`src/rtl/qam_bist_pkg.sv`:
```
// qam_bist_pkg: shared types, PRBS-15 constants and helpers
// for the QAM loopback BIST (qam_link_bist, qam_ref_fifo).
package qam_bist_pkg;

  typedef enum logic [1:0] {
    IDLE,
    RUN,
    DRAIN,
    DONE
  } state_t;

  localparam logic [14:0] PRBS15_SEED = 15'h7FFF;
  // x^15 + x^14 + 1
  localparam int PRBS15_TAP_A = 15;
  localparam int PRBS15_TAP_B = 14;
  localparam int DRAIN_TIMEOUT = 1024;

  // Shift n new bits in at the LSB end; oldest bit leaves at the MSB.
  function automatic logic [14:0] prbs_step(
    input logic [14:0] s,
    input int          n
  );
    logic [14:0] r;
    r = s;
    for (int i = 0; i < 15; i++) begin
      if (i < n) begin
        r = {r[13:0], r[PRBS15_TAP_A-1] ^ r[PRBS15_TAP_B-1]};
      end
    end
    return r;
  endfunction

  function automatic logic [3:0] popcount(input logic [7:0] v);
    logic [3:0] c;
    c = '0;
    for (int i = 0; i < 8; i++) begin
      c = c + {3'b000, v[i]};
    end
    return c;
  endfunction

endpackage

```
`src/rtl/qam_ref_fifo.sv`:
```
// qam_ref_fifo: synchronous reference FIFO of sent symbols.
// Ports: clk, rst/clr (empty it), push/wdata, pop/rdata (head), full, empty.
module qam_ref_fifo #(
  parameter int W     = 4,
  parameter int DEPTH = 64
) (
  input  logic         clk,
  input  logic         rst,
  input  logic         clr,
  input  logic         push,
  input  logic [W-1:0] wdata,
  input  logic         pop,
  output logic [W-1:0] rdata,
  output logic         full,
  output logic         empty
);

  localparam int AW = $clog2(DEPTH);

  logic [W-1:0] mem [DEPTH];
  logic [AW:0]  wptr;
  logic [AW:0]  rptr;
  logic         do_push;
  logic         do_pop;

  assign empty = (wptr == rptr);
  assign full  = (wptr[AW] != rptr[AW]) &&
                 (wptr[AW-1:0] == rptr[AW-1:0]);
  assign rdata = mem[rptr[AW-1:0]];

  // A pop on empty is dropped; a push on full only lands
  // when a pop frees the head slot in the same cycle.
  assign do_pop  = pop && !empty;
  assign do_push = push && (!full || do_pop);

  always_ff @(posedge clk) begin
    if (rst || clr) begin
      wptr <= '0;
      rptr <= '0;
    end else begin
      if (do_push) wptr <= wptr + (AW+1)'(1);
      if (do_pop)  rptr <= rptr + (AW+1)'(1);
    end
  end

  always_ff @(posedge clk) begin
    if (do_push) mem[wptr[AW-1:0]] <= wdata;
  end

endmodule

```
`src/rtl/qam_link_bist.sv`:
```
// qam_link_bist: PRBS-15 symbol source and decision checker for the QAM loopback.
// Ports: axi_clk/axi_rst, start/num_syms, mod_* (to modulator), dec_* (from slicer),
// busy/done, sym_count/sym_err/bit_err, orphan. Macro QAM_LINK_BIST_ERRINJ_EN
// adds inject_err/inj_count for deliberate LSB corruption of sent symbols.
module qam_link_bist
  import qam_bist_pkg::*;
#(
  parameter int BITS_PER_SYM = 4,
  parameter int FIFO_DEPTH   = 64,
  parameter int CNT_W        = 32,
  parameter int SKIP_SYMS    = 8
) (
  input  logic                           axi_clk,
  input  logic                           axi_rst,
  input  logic                           start,
`ifdef QAM_LINK_BIST_ERRINJ_EN
  input  logic                           inject_err,
  output logic [CNT_W-1:0]               inj_count,
`endif
  input  logic [CNT_W-1:0]               num_syms,
  output logic                           mod_valid,
  output logic signed [BITS_PER_SYM-1:0] mod_data,
  input  logic                           mod_ready,
  input  logic                           dec_valid,
  input  logic [BITS_PER_SYM-1:0]        dec_data,
  output logic                           busy,
  output logic                           done,
  output logic [CNT_W-1:0]               sym_count,
  output logic [CNT_W-1:0]               sym_err,
  output logic [CNT_W-1:0]               bit_err,
  output logic                           orphan
);

  localparam int B      = BITS_PER_SYM;
  localparam int SKIP_W = $clog2(SKIP_SYMS + 1) + 1;
  localparam logic [10:0] TMO_LAST = 11'(DRAIN_TIMEOUT - 1);

  state_t            state;
  logic [CNT_W-1:0]  num_q;
  logic [CNT_W-1:0]  sent;
  logic [14:0]       prbs;
  logic [10:0]       tmo;
  logic [SKIP_W-1:0] skip_cnt;

  logic          clr;
  logic          active;
  logic          hs;
  logic          fifo_full;
  logic          fifo_empty;
  logic          dec_hit;
  logic [B-1:0]  head;
  logic [B-1:0]  sym;
  logic [B-1:0]  diff;
  logic [3:0]    nbits;

  function automatic logic [CNT_W-1:0] sat_add(
    input logic [CNT_W-1:0] a,
    input logic [CNT_W-1:0] b
  );
    logic [CNT_W:0] s;
    s = {1'b0, a} + {1'b0, b};
    return s[CNT_W] ? '1 : s[CNT_W-1:0];
  endfunction

  assign clr     = (state == IDLE) && start;
  assign active  = (state == RUN) || (state == DRAIN);
  assign sym     = prbs[B-1:0];
  assign mod_valid = (state == RUN) && (sent < num_q) && !fifo_full;
  assign hs      = mod_valid && mod_ready;
  assign dec_hit = active && dec_valid && !fifo_empty;
  assign diff    = head ^ dec_data;
  assign nbits   = popcount(8'(diff));

`ifdef QAM_LINK_BIST_ERRINJ_EN
  logic armed;
  logic [B-1:0] lsb;

  assign lsb = B'(1);
  assign mod_data = mod_valid ? (sym ^ (armed ? lsb : '0)) : '0;

  always_ff @(posedge axi_clk) begin
    if (axi_rst) begin
      armed     <= 1'b0;
      inj_count <= '0;
    end else begin
      if (inject_err)  armed <= 1'b1;
      else if (hs)     armed <= 1'b0;
      if (clr)
        inj_count <= '0;
      else if (hs && armed)
        inj_count <= sat_add(inj_count, CNT_W'(1));
    end
  end
`else
  assign mod_data = mod_valid ? sym : '0;
`endif

  // The FIFO always stores the clean PRBS symbol.
  qam_ref_fifo #(
    .W     (B),
    .DEPTH (FIFO_DEPTH)
  ) u_fifo (
    .clk   (axi_clk),
    .rst   (axi_rst),
    .clr   (clr),
    .push  (hs),
    .wdata (sym),
    .pop   (dec_hit),
    .rdata (head),
    .full  (fifo_full),
    .empty (fifo_empty)
  );

  always_ff @(posedge axi_clk) begin
    if (axi_rst || clr) begin
      prbs <= PRBS15_SEED;
      sent <= '0;
    end else if (hs) begin
      prbs <= prbs_step(prbs, B);
      sent <= sent + CNT_W'(1);
    end
  end

  always_ff @(posedge axi_clk) begin
    if (axi_rst || clr) begin
      sym_count <= '0;
      sym_err   <= '0;
      bit_err   <= '0;
      orphan    <= 1'b0;
      skip_cnt  <= '0;
    end else if (active && dec_valid) begin
      if (fifo_empty) begin
        orphan <= 1'b1;
      end else if (skip_cnt < SKIP_W'(SKIP_SYMS)) begin
        skip_cnt <= skip_cnt + SKIP_W'(1);
      end else begin
        sym_count <= sat_add(sym_count, CNT_W'(1));
        if (diff != '0) begin
          sym_err <= sat_add(sym_err, CNT_W'(1));
          bit_err <= sat_add(bit_err, CNT_W'(nbits));
        end
      end
    end
  end

  always_ff @(posedge axi_clk) begin
    if (axi_rst) begin
      state <= IDLE;
      busy  <= 1'b0;
      done  <= 1'b0;
      num_q <= '0;
      tmo   <= '0;
    end else begin
      done <= 1'b0;
      unique case (state)
        IDLE: begin
          if (start) begin
            num_q <= num_syms;
            if (num_syms == '0) begin
              state <= DONE;
              done  <= 1'b1;
            end else begin
              state <= RUN;
              busy  <= 1'b1;
            end
          end
        end
        RUN: begin
          if (sent == num_q) begin
            state <= DRAIN;
            tmo   <= '0;
          end
        end
        DRAIN: begin
          if (fifo_empty) begin
            state <= DONE;
            busy  <= 1'b0;
            done  <= 1'b1;
          end else if (dec_valid) begin
            tmo <= '0;
          end else if (tmo == TMO_LAST) begin
            state <= DONE;
            busy  <= 1'b0;
            done  <= 1'b1;
          end else begin
            tmo <= tmo + 11'd1;
          end
        end
        DONE: begin
          state <= IDLE;
        end
        default: begin
          state <= IDLE;
        end
      endcase
    end
  end

endmodule

```
`config.mk`:
```
export PLATFORM = sky130hd
export DESIGN_NAME = qam_link_bist
export DESIGN_NICKNAME = d
export VERILOG_FILES = /design/src/rtl/qam_bist_pkg.sv /design/src/rtl/qam_ref_fifo.sv /design/src/rtl/qam_link_bist.sv
export SDC_FILE = /design/constraint.sdc
export NUM_CORES = 1
export LEC_CHECK = 0
export CAP_MARGIN = 10
export CORE_MARGIN = 2
export CORE_UTILIZATION = 50
export DETAILED_ROUTE_END_ITERATION = 6
export PLACE_DENSITY = 0.72
export SLEW_MARGIN = 10
export SYNTH_ARGS = -nofsm -noshare
export SYNTH_HDL_FRONTEND = slang
export SYNTH_SLANG_ARGS = --single-unit
export TNS_END_PERCENT = 1
```
`constraint.sdc`:
```
create_clock -name axi_clk -period 4.84 [get_ports axi_clk]
set_input_delay 0.726 -clock axi_clk [delete_from_list [all_inputs] [get_ports axi_clk]]
set_output_delay 0.726 -clock axi_clk [all_outputs]
set_load 0.02 [all_outputs]
```
==> results.cfg <==
[cts]
tritoncts = built
worstSkewPairLatency_ns = 0.58
cts-root-buf = clkbuf_16
numCtsBuffers = 49
clkSlewWorstSetupHoldPaths_ns = 0.06
holdBufCountCts = 0
clockBufferDepth = 3
h-tree-depth = 2
cts_sinks = 472

[power]
irDropWorstVdd_mv = 0.5172
switching_power_mw = 2.315
clkPwrFrac_pct = 39.3
p_int_mw = 6.770
p_comb_share_pct = 11.8
swShare_pct = 25.48
power_density_nw_per_um2 = 359.6
p_seq_share_pct = 48.9
leakage_nw = 8.313

[setup_path]
worst-setup-path-type = flop to flop
worst_path_max_delay_cell = mux4_1
reg2regPathDepth = 21
worstPathCellList = buf_4, mux4_1, mux2_2, nand2_1, a41oi_1, a31oi_1, xnor2_1, inv_1, fa_2, inv_2, fa_2, and3_4, and2_4, nand2b_4, nor2_4, and4_4, nand2_4, buf_6, o21ai_0, a31oi_1, a211oi_1
cp.depth = 21
crit_required_ns = 5.30
cp_slowest_stage_delay_ns = 0.59
start_kind = flop
regToRegSetupSlack_ns = 0.14
path_delay_family = simple AND/OR/NAND/NOR gates
cp_num_buf_inv = 4
cp_max_fo = 10
reg2reg_to = bit_err[7]$_SDFFE_PP0P_
cp-end-kind = flop
arrival_ns = 5.16

[routing]
via_count = 15952
drt-total-wl_mm = 52.60
drtIter0Drc = 1231
wl_per_cell_um = 19.87
viasPerCell = 6.026
drc_errors = 0
postRouteAntennaNets = 0
first_pass_iters = 5

[place]
pre_cts_slack_ns = -0.2931
place_area_sq_um = 23510
dp_hpwl_mm = 35.42
gp_congestion = 0.8720
port_buffers = 144

[synth]
synth_seq_area_share_pct = 56.52
synth_cell_types = 71
synth_edf_count = 256
yosys.area.top_type = edfxtp_1
synth_top_cell_area_share_pct = 36.17
syn_inst = 1902
yosys-top-cells-area = edfxtp_1, dfxtp_1, mux4_2
synth-seq-cells = 472
synth_flop_cell = edfxtp_1
synth.cell_area_sq_um = 21250
synthArstFlopShare_pct = 0
syn_nets = 1989
ys_warn_count = 0
avgSynthCellArea_sq_um = 11.17

[flow_run]
drv_cap = 0

[layout]
final_cell_mix = edfxtp_1, dfxtp_1, nand2_1, nor2_1, clkdlybuf4s50_1
n_antenna_cell = 0
layout-drive-gt1-share_pct = 12.62
final_util_pct = 60.23
finalNetCount = 2157
area_delta_synth_final_pct = 18.87
fin_area_sq_um = 25260
layout_commonest_cell = edfxtp_1

[floorplan]
core_area_sq_um = 41950
die_area_sq_um = 44170
die_w_um = 210.2
initial_utilization_pct = 50.67
rows = 75
top_level_ports = 145
fp.dieH_um = 210.2

[sta]
finalSetupTns_ns = 0
max_freq_mhz = 213.0
rsz0062_at_grt = true
setup_slack_ns = 0.1444
hold_viol = 0
slew_headroom_pct = 22.72
hold_ws_ns = 0.4538
fin_crit_sh_pct = 97.02
finalMaxSlewViolations = 0
tightest_slew_ns = 1.143
finalSetupViolations = 0
period_needed_ns = 4.696
fin_skew_ns = 0.01728

[status]
status = completed

[grt]
grt_antenna_before_repair = 0
grt_max_degree = 76
grt_overflow = 0
grt_pass1_wl_mm = 83.50
grt.total_usage_pct = 23.65
grt_pass1_vias = 15415

[min_path]
holdPathEnd = num_q[24]$_SDFFE_PP0P_
hp-start = num_q[24]$_SDFFE_PP0P_
worstHoldPathType = flop to flop
hold_path_depth = 2
==> synth_stat cells (all sizes together), types with 4 or more instances <==
cell type  number
a41oi          16
nand4          36
mux4           47
xnor2          24
nor4b           4
nor2b          17
o21ai          21
ha             43
mux2i          46
clkbuf         82
o31ai          18
nand2b         11
o21a            6
xor2           31
inv            72
a21o           12
a211oi         37
nor2          158
a21oi         141
buf            34
o2111ai         4
nand3b         10
or3            13
nand3          75
and2           27
and4           16
edfxtp        256
dfxtp         216
a22oi          16
a31o            6
or4            14
a31oi          43
a221oi          5
o211ai          9
a311oi         18
and3           44
nor4           18
a32oi           7
nor3           24
nand2         187
==> worst max-delay path by stage <==
stage | endpoint | slack [ns]
2_1_floorplan | bit_err[15]$_SDFFE_PP0P_ | 0.05
3_3_place_gp | bit_err[30]$_SDFFE_PP0P_ | -0.12
3_5_place_dp | bit_err[19]$_SDFFE_PP0P_ | -0.29
4_1_cts | bit_err[22]$_SDFFE_PP0P_ | 0.02
5_1_grt | bit_err[11]$_SDFFE_PP0P_ | -0.09
6_report | bit_err[7]$_SDFFE_PP0P_ | 0.14
==> worst register-to-register path: stages, from the launching register on <==
cell and delay [ns]:
dfxtp_4 0.43, buf_4 0.19, mux4_1 0.59, mux2_2 0.29, nand2_1 0.10, a41oi_1 0.21, a31oi_1 0.29, xnor2_1 0.22
inv_1 0.13, fa_2 0.42, inv_2 0.06, fa_2 0.19, and3_4 0.18, and2_4 0.16, nand2b_4 0.07, nor2_4 0.11
and4_4 0.27, nand2_4 0.07, buf_6 0.14, o21ai_0 0.07, a31oi_1 0.10, a211oi_1 0.29
==> cells by family after synthesis <==
group,Yosys count,synth area share [%]
fa+ha+maj,46,2.814
flops,472,56.52
compound gates,378,11.76
simple gates,667,15.57
mux,96,7.341
buf+inv,188,3.727
xor+xnor,55,2.267
==> power groups by stage <==
stage	Clock [mW]	Sequential [mW]	Combinational, mW
after global routing	3.79	4.45	1.18
after CTS	3.64	4.44	1.06
after detailed placement	0	4.53	1.04
after global placement	0	4.52	1.01
final	3.57	4.44	1.07
after floorplan	0	4.56	0.632
==> registers in the layout, indices dropped and copies added (netlist names), named ones only <==
signal       flops
prbs            15
bit_err         32
done             1
u_fifo.wptr      7
num_q           32
state            2
u_fifo.rptr      7
u_fifo.mem     256
tmo             11
orphan           1
busy             1
skip_cnt         5
sym_err         32
sent            32
sym_count       32
==> final cells by class <==
| cell class | instances | area [sq um] |
|---|---|---|
| timing repair buffer | 233 | 2188 |
| inverter | 72 | 270.3 |
| clock inverter | 25 | 192.7 |
| multi-input combinational | 1242 | 8611 |
| sequential | 472 | 12030 |
| tap | 539 | 674.4 |
| fill | 3266 | 16680 |
| clock buffer | 64 | 1303 |
==> per-layer routing <==
layer,global-route usage (%),routed length [um]
met4,6.945,1313
met5,0,0
met2,38.51,25100
met1,32.03,22310
met3,5.036,3874
==> per-stage QoR <==
stage / instances / total power [mW]
2_1_floorplan: 1902 / 5.193
3_3_place_gp: 2547 / 5.533
3_5_place_dp: 2547 / 5.569
4_1_cts: 2641 / 9.132
5_1_grt: 2647 / 9.417
6_report: 2647 / 9.085
==> timing repair <==
item | in CTS | in global routing
setup buffers | 5 | 5
gates resized for setup | 9 | 29
endpoints found under the setup margin | 32 | 32
gates cloned | 0 | 1
pin swaps | 3 | 15
No activity file was read; power rests on OpenSTA's default activity.
